File: src/rtl/wb_stream_writer_if.sv
// Bus bundle for wb_stream_writer: Wishbone read master, Wishbone config
// slave, valid/ready stream source and interrupt line.
// Signal names keep the legacy port names so the direction suffixes still
// read from the DMA's point of view.
interface wb_stream_writer_if #(
  parameter int WB_AW = 32,
  parameter int WB_DW = 32
);
  // Wishbone master (memory fetch)
  logic [WB_AW-1:0] wbm_adr_o;
  logic [3:0]       wbm_sel_o;
  logic             wbm_we_o;
  logic             wbm_cyc_o;
  logic             wbm_stb_o;
  logic [2:0]       wbm_cti_o;
  logic [1:0]       wbm_bte_o;
  logic [WB_DW-1:0] wbm_dat_i;
  logic             wbm_ack_i;
  logic             wbm_err_i;

  // Wishbone slave (configuration)
  logic [4:0]       wbs_adr_i;
  logic [31:0]      wbs_dat_i;
  logic [3:0]       wbs_sel_i;
  logic             wbs_we_i;
  logic             wbs_cyc_i;
  logic             wbs_stb_i;
  logic [31:0]      wbs_dat_o;
  logic             wbs_ack_o;

  // Stream source
  logic [WB_DW-1:0] stream_m_data_o;
  logic             stream_m_valid_o;
  logic             stream_m_ready_i;

  // Interrupt
  logic             irq_o;

  // DMA side
  modport master (
    output wbm_adr_o, wbm_sel_o, wbm_we_o, wbm_cyc_o, wbm_stb_o,
           wbm_cti_o, wbm_bte_o,
    input  wbm_dat_i, wbm_ack_i, wbm_err_i,
    input  wbs_adr_i, wbs_dat_i, wbs_sel_i, wbs_we_i, wbs_cyc_i, wbs_stb_i,
    output wbs_dat_o, wbs_ack_o,
    output stream_m_data_o, stream_m_valid_o,
    input  stream_m_ready_i,
    output irq_o
  );

  // Environment side (memory, CPU, sink)
  modport slave (
    input  wbm_adr_o, wbm_sel_o, wbm_we_o, wbm_cyc_o, wbm_stb_o,
           wbm_cti_o, wbm_bte_o,
    output wbm_dat_i, wbm_ack_i, wbm_err_i,
    output wbs_adr_i, wbs_dat_i, wbs_sel_i, wbs_we_i, wbs_cyc_i, wbs_stb_i,
    input  wbs_dat_o, wbs_ack_o,
    input  stream_m_data_o, stream_m_valid_o,
    output stream_m_ready_i,
    input  irq_o
  );
endinterface

File: src/rtl/wb_stream_writer.sv
// Memory-to-stream DMA. A Wishbone master fetches a word buffer with
// incrementing bursts into a FIFO; the FIFO drains onto a valid/ready
// stream. A small Wishbone slave holds the configuration and the irq flag.
module wb_stream_writer #(
  parameter int WB_AW   = 32,
  parameter int WB_DW   = 32,
  parameter int FIFO_AW = 7
) (
  input  logic               wb_clk_i,
  input  logic               wb_rst_n_i,
  wb_stream_writer_if.master bus
);

  localparam int unsigned      DEPTH    = 1 << FIFO_AW;
  localparam logic [FIFO_AW:0] DEPTH_W  = (FIFO_AW+1)'(DEPTH);
  localparam logic [FIFO_AW:0] ONE_W    = (FIFO_AW+1)'(1);
  localparam logic [WB_AW-1:0] ADR_STEP = WB_AW'(4);

  localparam logic [1:0] S_IDLE  = 2'd0;
  localparam logic [1:0] S_WAIT  = 2'd1;
  localparam logic [1:0] S_BURST = 2'd2;
  localparam logic [1:0] S_DRAIN = 2'd3;

  // Configuration slave
  logic        ack_q,       ack_d;
  logic [31:0] rdat_q,      rdat_d;
  logic [31:0] start_adr_q, start_adr_d;
  logic [31:0] buf_size_q,  buf_size_d;
  logic [31:0] burst_len_q, burst_len_d;
  logic        irq_q,       irq_d;
  logic        err_q,       err_d;

  // Fetch engine
  logic [1:0]       state_q, state_d;
  logic [WB_AW-1:0] adr_q,   adr_d;
  logic [31:0]      rem_q,   rem_d;
  logic [FIFO_AW:0] beat_q,  beat_d;
  logic [FIFO_AW:0] burst_q, burst_d;

  // FIFO
  logic [WB_DW-1:0]   mem_q [DEPTH];
  logic [FIFO_AW-1:0] wptr_q, wptr_d;
  logic [FIFO_AW-1:0] rptr_q, rptr_d;
  logic [FIFO_AW:0]   cnt_q,  cnt_d;

  logic             cfg_req;
  logic             cfg_wr;
  logic [2:0]       cfg_idx;
  logic             busy;
  logic             start_req;
  logic             irq_clr;
  logic             irq_set;
  logic             in_burst;
  logic             beat_ack;
  logic             beat_err;
  logic             push;
  logic             pop;
  logic             fifo_valid;
  logic [FIFO_AW:0] space;
  logic [FIFO_AW:0] burst_n;
  logic             unused_ok;

  assign unused_ok = ^{bus.wbs_sel_i, bus.wbs_adr_i[1:0]};

  assign cfg_req   = bus.wbs_cyc_i & bus.wbs_stb_i & ~ack_q;
  assign cfg_wr    = cfg_req & bus.wbs_we_i;
  assign cfg_idx   = bus.wbs_adr_i[4:2];
  assign busy      = (state_q != S_IDLE);
  assign start_req = cfg_wr && (cfg_idx == 3'd0) && bus.wbs_dat_i[0] && !busy;
  assign irq_clr   = cfg_wr && (cfg_idx == 3'd0) && bus.wbs_dat_i[1];

  assign in_burst   = (state_q == S_BURST);
  assign beat_err   = in_burst && bus.wbm_err_i;
  assign beat_ack   = in_burst && bus.wbm_ack_i && !bus.wbm_err_i;
  assign push       = beat_ack;
  assign fifo_valid = (cnt_q != '0);
  assign pop        = fifo_valid && bus.stream_m_ready_i;

  assign space   = DEPTH_W - cnt_q;
  assign burst_n = (rem_q < 32'(burst_q)) ? rem_q[FIFO_AW:0] : burst_q;

  // Config register writes; BURST_LEN is stored already clamped to 1..DEPTH
  always_comb begin
    start_adr_d = start_adr_q;
    buf_size_d  = buf_size_q;
    burst_len_d = burst_len_q;
    if (cfg_wr) begin
      case (cfg_idx)
        3'd1: start_adr_d = {bus.wbs_dat_i[31:2], 2'b00};
        3'd2: buf_size_d  = bus.wbs_dat_i;
        3'd3: begin
          if (bus.wbs_dat_i == 32'd0)
            burst_len_d = 32'd1;
          else if (bus.wbs_dat_i > 32'(DEPTH))
            burst_len_d = 32'(DEPTH);
          else
            burst_len_d = bus.wbs_dat_i;
        end
        default: ;
      endcase
    end
  end

  // Config read mux and single-cycle ack
  always_comb begin
    ack_d  = cfg_req;
    rdat_d = '0;
    if (cfg_req) begin
      case (cfg_idx)
        3'd0:    rdat_d = {29'd0, err_q, irq_q, busy};
        3'd1:    rdat_d = start_adr_q;
        3'd2:    rdat_d = buf_size_q;
        3'd3:    rdat_d = burst_len_q;
        default: rdat_d = '0;
      endcase
    end
  end

  // Fetch FSM: wait for FIFO room, run one burst, repeat, then drain
  always_comb begin
    state_d = state_q;
    adr_d   = adr_q;
    rem_d   = rem_q;
    beat_d  = beat_q;
    burst_d = burst_q;
    err_d   = err_q;
    irq_set = 1'b0;
    case (state_q)
      S_IDLE: begin
        if (start_req) begin
          err_d   = 1'b0;
          adr_d   = start_adr_q[WB_AW-1:0];
          rem_d   = buf_size_q;
          burst_d = (burst_len_q == 32'd0) ? ONE_W : burst_len_q[FIFO_AW:0];
          if (buf_size_q == 32'd0)
            irq_set = 1'b1;
          else
            state_d = S_WAIT;
        end
      end
      S_WAIT: begin
        if (space >= burst_n) begin
          beat_d  = burst_n;
          state_d = S_BURST;
        end
      end
      S_BURST: begin
        if (beat_err) begin
          err_d   = 1'b1;
          irq_set = 1'b1;
          state_d = S_IDLE;
        end else if (beat_ack) begin
          adr_d  = adr_q + ADR_STEP;
          rem_d  = rem_q - 32'd1;
          beat_d = beat_q - ONE_W;
          if (beat_q == ONE_W)
            state_d = (rem_q == 32'd1) ? S_DRAIN : S_WAIT;
        end
      end
      default: begin
        // Done once the last word is accepted (now or earlier)
        if (cnt_q == '0 || (cnt_q == ONE_W && pop)) begin
          irq_set = 1'b1;
          state_d = S_IDLE;
        end
      end
    endcase
  end

  // irq flag: a set in the same cycle as a clear write wins
  always_comb begin
    irq_d = irq_q;
    if (irq_clr)
      irq_d = 1'b0;
    if (irq_set)
      irq_d = 1'b1;
  end

  // FIFO pointer/count update; a bus error flushes everything queued
  always_comb begin
    wptr_d = wptr_q;
    rptr_d = rptr_q;
    cnt_d  = cnt_q;
    if (beat_err) begin
      wptr_d = '0;
      rptr_d = '0;
      cnt_d  = '0;
    end else begin
      if (push)
        wptr_d = wptr_q + 1'b1;
      if (pop)
        rptr_d = rptr_q + 1'b1;
      if (push && !pop)
        cnt_d = cnt_q + ONE_W;
      else if (!push && pop)
        cnt_d = cnt_q - ONE_W;
    end
  end

  // Control and config state registers
  always_ff @(posedge wb_clk_i or negedge wb_rst_n_i) begin
    if (!wb_rst_n_i) begin
      ack_q       <= 1'b0;
      rdat_q      <= '0;
      start_adr_q <= '0;
      buf_size_q  <= '0;
      burst_len_q <= '0;
      irq_q       <= 1'b0;
      err_q       <= 1'b0;
      state_q     <= S_IDLE;
      adr_q       <= '0;
      rem_q       <= '0;
      beat_q      <= '0;
      burst_q     <= '0;
    end else begin
      ack_q       <= ack_d;
      rdat_q      <= rdat_d;
      start_adr_q <= start_adr_d;
      buf_size_q  <= buf_size_d;
      burst_len_q <= burst_len_d;
      irq_q       <= irq_d;
      err_q       <= err_d;
      state_q     <= state_d;
      adr_q       <= adr_d;
      rem_q       <= rem_d;
      beat_q      <= beat_d;
      burst_q     <= burst_d;
    end
  end

  // FIFO pointers
  always_ff @(posedge wb_clk_i or negedge wb_rst_n_i) begin
    if (!wb_rst_n_i) begin
      wptr_q <= '0;
      rptr_q <= '0;
      cnt_q  <= '0;
    end else begin
      wptr_q <= wptr_d;
      rptr_q <= rptr_d;
      cnt_q  <= cnt_d;
    end
  end

  // FIFO storage; contents are only observable while count is non-zero
  always_ff @(posedge wb_clk_i) begin
    if (push)
      mem_q[wptr_q] <= bus.wbm_dat_i;
  end

  assign bus.wbm_adr_o = adr_q;
  assign bus.wbm_sel_o = 4'hF;
  assign bus.wbm_we_o  = 1'b0;
  assign bus.wbm_cyc_o = in_burst;
  assign bus.wbm_stb_o = in_burst;
  assign bus.wbm_cti_o = !in_burst ? 3'b000 : (beat_q == ONE_W) ? 3'b111 : 3'b010;
  assign bus.wbm_bte_o = 2'b00;

  assign bus.wbs_dat_o = rdat_q;
  assign bus.wbs_ack_o = ack_q;

  assign bus.stream_m_valid_o = fifo_valid;
  assign bus.stream_m_data_o  = fifo_valid ? mem_q[rptr_q] : '0;

  assign bus.irq_o = irq_q;

endmodule

File: src/flat_wrapper.sv
// flat-port wrapper written by rule: the top's interface ports become plain ports
module wb_stream_writer_flat 
#(
  parameter int WB_AW   = 32,
  parameter int WB_DW   = 32,
  parameter int FIFO_AW = 7
)
  (wb_clk_i, wb_rst_n_i, bus_wbm_adr_o, bus_wbm_sel_o, bus_wbm_we_o, bus_wbm_cyc_o, bus_wbm_stb_o, bus_wbm_cti_o, bus_wbm_bte_o, bus_wbm_dat_i, bus_wbm_ack_i, bus_wbm_err_i, bus_wbs_adr_i, bus_wbs_dat_i, bus_wbs_sel_i, bus_wbs_we_i, bus_wbs_cyc_i, bus_wbs_stb_i, bus_wbs_dat_o, bus_wbs_ack_o, bus_stream_m_data_o, bus_stream_m_valid_o, bus_stream_m_ready_i, bus_irq_o);
  wb_stream_writer_if #(.WB_AW(WB_AW), .WB_DW(WB_DW)) bus_i ();
  input  logic wb_clk_i;
  input  logic wb_rst_n_i;
  output wire logic [$bits(bus_i.wbm_adr_o)-1:0] bus_wbm_adr_o;
  output wire logic [$bits(bus_i.wbm_sel_o)-1:0] bus_wbm_sel_o;
  output wire logic [$bits(bus_i.wbm_we_o)-1:0] bus_wbm_we_o;
  output wire logic [$bits(bus_i.wbm_cyc_o)-1:0] bus_wbm_cyc_o;
  output wire logic [$bits(bus_i.wbm_stb_o)-1:0] bus_wbm_stb_o;
  output wire logic [$bits(bus_i.wbm_cti_o)-1:0] bus_wbm_cti_o;
  output wire logic [$bits(bus_i.wbm_bte_o)-1:0] bus_wbm_bte_o;
  input wire logic [$bits(bus_i.wbm_dat_i)-1:0] bus_wbm_dat_i;
  input wire logic [$bits(bus_i.wbm_ack_i)-1:0] bus_wbm_ack_i;
  input wire logic [$bits(bus_i.wbm_err_i)-1:0] bus_wbm_err_i;
  input wire logic [$bits(bus_i.wbs_adr_i)-1:0] bus_wbs_adr_i;
  input wire logic [$bits(bus_i.wbs_dat_i)-1:0] bus_wbs_dat_i;
  input wire logic [$bits(bus_i.wbs_sel_i)-1:0] bus_wbs_sel_i;
  input wire logic [$bits(bus_i.wbs_we_i)-1:0] bus_wbs_we_i;
  input wire logic [$bits(bus_i.wbs_cyc_i)-1:0] bus_wbs_cyc_i;
  input wire logic [$bits(bus_i.wbs_stb_i)-1:0] bus_wbs_stb_i;
  output wire logic [$bits(bus_i.wbs_dat_o)-1:0] bus_wbs_dat_o;
  output wire logic [$bits(bus_i.wbs_ack_o)-1:0] bus_wbs_ack_o;
  output wire logic [$bits(bus_i.stream_m_data_o)-1:0] bus_stream_m_data_o;
  output wire logic [$bits(bus_i.stream_m_valid_o)-1:0] bus_stream_m_valid_o;
  input wire logic [$bits(bus_i.stream_m_ready_i)-1:0] bus_stream_m_ready_i;
  output wire logic [$bits(bus_i.irq_o)-1:0] bus_irq_o;
  assign bus_wbm_adr_o = bus_i.wbm_adr_o;
  assign bus_wbm_sel_o = bus_i.wbm_sel_o;
  assign bus_wbm_we_o = bus_i.wbm_we_o;
  assign bus_wbm_cyc_o = bus_i.wbm_cyc_o;
  assign bus_wbm_stb_o = bus_i.wbm_stb_o;
  assign bus_wbm_cti_o = bus_i.wbm_cti_o;
  assign bus_wbm_bte_o = bus_i.wbm_bte_o;
  assign bus_i.wbm_dat_i = bus_wbm_dat_i;
  assign bus_i.wbm_ack_i = bus_wbm_ack_i;
  assign bus_i.wbm_err_i = bus_wbm_err_i;
  assign bus_i.wbs_adr_i = bus_wbs_adr_i;
  assign bus_i.wbs_dat_i = bus_wbs_dat_i;
  assign bus_i.wbs_sel_i = bus_wbs_sel_i;
  assign bus_i.wbs_we_i = bus_wbs_we_i;
  assign bus_i.wbs_cyc_i = bus_wbs_cyc_i;
  assign bus_i.wbs_stb_i = bus_wbs_stb_i;
  assign bus_wbs_dat_o = bus_i.wbs_dat_o;
  assign bus_wbs_ack_o = bus_i.wbs_ack_o;
  assign bus_stream_m_data_o = bus_i.stream_m_data_o;
  assign bus_stream_m_valid_o = bus_i.stream_m_valid_o;
  assign bus_i.stream_m_ready_i = bus_stream_m_ready_i;
  assign bus_irq_o = bus_i.irq_o;
  wb_stream_writer #(.WB_AW(WB_AW), .WB_DW(WB_DW), .FIFO_AW(FIFO_AW)) u_core (.wb_clk_i(wb_clk_i), .wb_rst_n_i(wb_rst_n_i), .bus(bus_i));
endmodule
File: config.mk
export PLATFORM = sky130hd
export DESIGN_NAME = wb_stream_writer_flat
export DESIGN_NICKNAME = d
export VERILOG_FILES = /design/src/rtl/wb_stream_writer_if.sv /design/src/rtl/wb_stream_writer.sv /design/src/flat_wrapper.sv
export SDC_FILE = /design/constraint.sdc
export NUM_CORES = 2
export LEC_CHECK = 0
export ABC_CLOCK_PERIOD_IN_PS = 11050
export CAP_MARGIN = 15
export CORE_MARGIN = 2
export CORE_UTILIZATION = 45
export DETAILED_ROUTE_END_ITERATION = 6
export PLACE_DENSITY = 0.59
export SETUP_SLACK_MARGIN = 0.1
export SYNTH_ARGS = -nofsm -noshare
export SYNTH_HDL_FRONTEND = slang
export SYNTH_SLANG_ARGS = --single-unit
File: constraint.sdc
create_clock -name wb_clk_i -period 11.05 [get_ports wb_clk_i]
set_clock_uncertainty 0.05 [all_clocks]
set_input_delay 2.21 -clock wb_clk_i [delete_from_list [all_inputs] [get_ports wb_clk_i]]
set_output_delay 2.21 -clock wb_clk_i [all_outputs]
set_load 0.02 [all_outputs]
==> flow_metrics.tcl <==
set metrics [dict create \
    crit_chain "buf_4 > inv_8 > nor2_4 > buf_12 > buf_4 > a22oi_1 > a21oi_1 > nor3_1 > nor3_1 > clkdlybuf4s50_1" \
    fmaxAchievable_ghz 0.111 \
    p_leak_uw 0.0608 \
    worstPathArrival_ps 6770 \
    cts_buffer_depth 4 \
    holdPathStages 1 \
    fp.dieH_um 614 \
    maxCapViolations 0 \
    ys_ff_latch 4327 \
    gp_congestion 0.844 \
    setup_tns_ps 0 \
    core_area_um2 372000 \
    timing.slew.headroom 0.122 \
    final_nets 8835 \
    ios 192 \
    cts.clk_slew.worst_paths_ps 60 \
    grt_overflow_total 0 \
    netlist_area_um2 168000 \
    grt_pass1_wl_um 660000 \
    drive_gt1_frac 0.231 \
    synth_area_leaders "edfxtp_1, mux4_2, dfrtp_1" \
    crit_family "buffers and inverters" \
    cts_tree "built" \
    synth_ff_type "edfxtp_1" \
    die-area_um2 377000 \
    clock_latency_ps 980 \
    synthArstFlopShare 0.0534 \
    ant_nets 0 \
    r2r_cells 14 \
    cp_max_fo 66 \
    path_class "reg2out" \
    hpwlAfterDp_um 263000 \
    critPathRequiredTime_ps 8790 \
    maxSlewViolCount 0 \
    syn_avg_cell_area_um2 20.3 \
    post_drt_wl_per_cell_um 33.6 \
    crit_cells 10 \
    cts_buffers 446 \
    nFillCells 29400 \
    cts.hold.buffers_added 0 \
    drt-initial-drc-count 10900 \
    drt_first_pass_iters 6 \
    synthCells 8276 \
    fp.dieW_um 614 \
    utilization 0.516 \
    htreeDepth 5 \
    grt_pass1_vias 86600 \
    min_period_over_period 0.817 \
    start_util 0.451 \
    setup_viol 0 \
    vias 87200 \
    drcViolationCount 0 \
    synthTopCellsByCount "edfxtp_1, mux4_2, mux2i_1" \
    regArea_um2 129000 \
    root_buffer "clkbuf_16" \
    start_kind "flop" \
    finalHoldViolations 0 \
    grt.total_usage 0.246 \
    ir_drop_uv 212 \
    hold_path.class "reg2reg" \
    multiInputGateArea_um2 37900 \
    synth_edf_count 4096 \
    port-buffer-count 176 \
    grt_max_degree 122 \
    crit_path_max_incr_delay_ps 740 \
    worstMarginPinSlew_ps 1310 \
    synth.yosys.warnings 0 \
    yosys.cell_types.count 71 \
    synth.most_common_cell "edfxtp_1" \
    via_per_inst 6.19 \
    synth_top_area_frac 0.734 \
    slowest_stage "clkdlybuf4s50_1" \
    rows 224 \
    crit_buf_inv 5 \
    powerDensity_nw_per_um2 234 \
    rsz0062_at_grt "no" \
    synth_top_cell_by_area "edfxtp_1" \
    post_cts_resize_count 0 \
    seq_area_frac_synth 0.768 \
    period_needed_ps 9030 \
    area_growth_pct 14.3 \
    cts.sinks 4327 \
    antenna_found_initial 23 \
    post_cts_buffers 0 \
    crit_path_end_kind "output port" \
    status "finished clean" \
    routed_wl_um 473000 \
]
==> final cells by class <==
| cell class | count | share of cell area |
|---|---|---|
| Sequential cell | 4327 | 0.672 |
| Multi-Input combinational cell | 3427 | 0.198 |
| Clock buffer | 556 | 0.0612 |
| Tap cell | 4972 | 0.0325 |
| Timing Repair Buffer | 497 | 0.0230 |
| Clock inverter | 262 | 0.0127 |
| Inverter | 29 | 0.000607 |
| Antenna cell | 14 | 0.000183 |
==> registers in the layout, indices dropped and copies added (netlist names) <==
register,flops
u_core.beat_q,8
u_core.buf_size_q,32
u_core.burst_len_q,32
u_core.burst_q,8
u_core.bus.irq_o,1
u_core.bus.wbm_adr_o,30
u_core.bus.wbs_ack_o,1
u_core.bus.wbs_dat_o,32
u_core.cnt_q,8
u_core.err_q,1
u_core.mem_q,4096
u_core.rem_q,32
u_core.rptr_q,7
u_core.start_adr_q,30
u_core.state_q,2
u_core.wptr_q,7
==> per-stage QoR <==
step                power, µW  hold WS, ps  setup WS [ps]  std cells  instance area, µm²
floorplan               26100          392           5770       8283              168000
global placement        30300          425           3060      13200              177000
detailed placement      30400          433           3000      13200              177000
CTS                     45000          447           1960      14100              191000
global route            46200          466           1840      14100              192000
finish                  44800          440           2020      14100              192000
==> placed cells by master, fill, tap and decap left out, types with 34 or more instances in the layout <==
master	netlist	routed
nor2_4	0	133
nor4_1	54	47
o22ai_1	80	80
nand2b_1	35	34
clkbuf_16	0	452
o211ai_1	42	42
dfrtp_1	231	224
a22oi_1	312	312
nor2_1	280	142
edfxtp_1	4096	4096
o21ai_0	137	134
mux2_2	99	99
nand3_1	72	68
mux4_2	832	832
clkdlybuf4s50_1	0	142
nor3_1	113	109
buf_4	16	327
mux2i_1	480	480
nand2_1	163	155
a31oi_1	45	44
a21oi_1	253	253
a211oi_1	90	84
bufinv_16	0	41
clkinv_2	0	86
a221oi_1	37	37
o221ai_1	40	40
clkbuf_1	291	101
clkinv_1	1	105
==> worst register-to-register path: cells and delay by family (launching register included) <==
family          cells  cell delay, ps
simple gates        6            2370
compound gates      5             760
flops               1             440
mux                 1             420
fa+ha+maj           1             270
buf+inv             1             210
==> path summary, 6_finish.rpt <==
path / slack [ps] / endpoint / startpoint
worst max-delay path: 2020 / bus_stream_m_data_o[24] / u_core.rptr_q[2]
worst min-delay path: 440 / u_core.bus.wbs_ack_o / u_core.bus.wbs_ack_o
worst max register to register: 6460 / u_core.beat_q[0] / u_core.rem_q[18]
worst min register to register: 440 / u_core.bus.wbs_ack_o / u_core.bus.wbs_ack_o
max in group asynchronous: 8320 / u_core.rptr_q[2] / wb_rst_n_i
min in group asynchronous: 1220 / u_core.bus.wbs_dat_o[20] / wb_rst_n_i
==> per-layer routing <==
| layer | vias up | global-route usage | share of wire |
|---|---|---|---|
| met3 | 608 | 0.0454 | 0.083 |
| met1 | 47100 | 0.346 | 0.41 |
| li1 | 35500 | - | - |
| met4 | 4 | 0.0639 | 0.026 |
| met5 | - | 0 | 0.000047 |
| met2 | 3988 | 0.397 | 0.48 |
==> kinds of logic after synthesis <==
group | count (synthesis) | share of synthesized area
flops | 4327 | 0.768
mux | 1412 | 0.147
compound gates | 1129 | 0.0450
simple gates | 839 | 0.0239
buf+inv | 529 | 0.0131
fa+ha+maj | 26 | 0.00194
xor+xnor | 12 | 0.000627
other cells | 2 | 0.0000448
==> where the power goes <==
part	switching, µW	leakage [µW]	internal [µW]
logic	6820	0.0140	4720
clock network	6250	0.00694	8450
registers	354	0.0398	18200
total	13400	0.0608	31300
No activity file was read; power rests on OpenSTA's default activity.
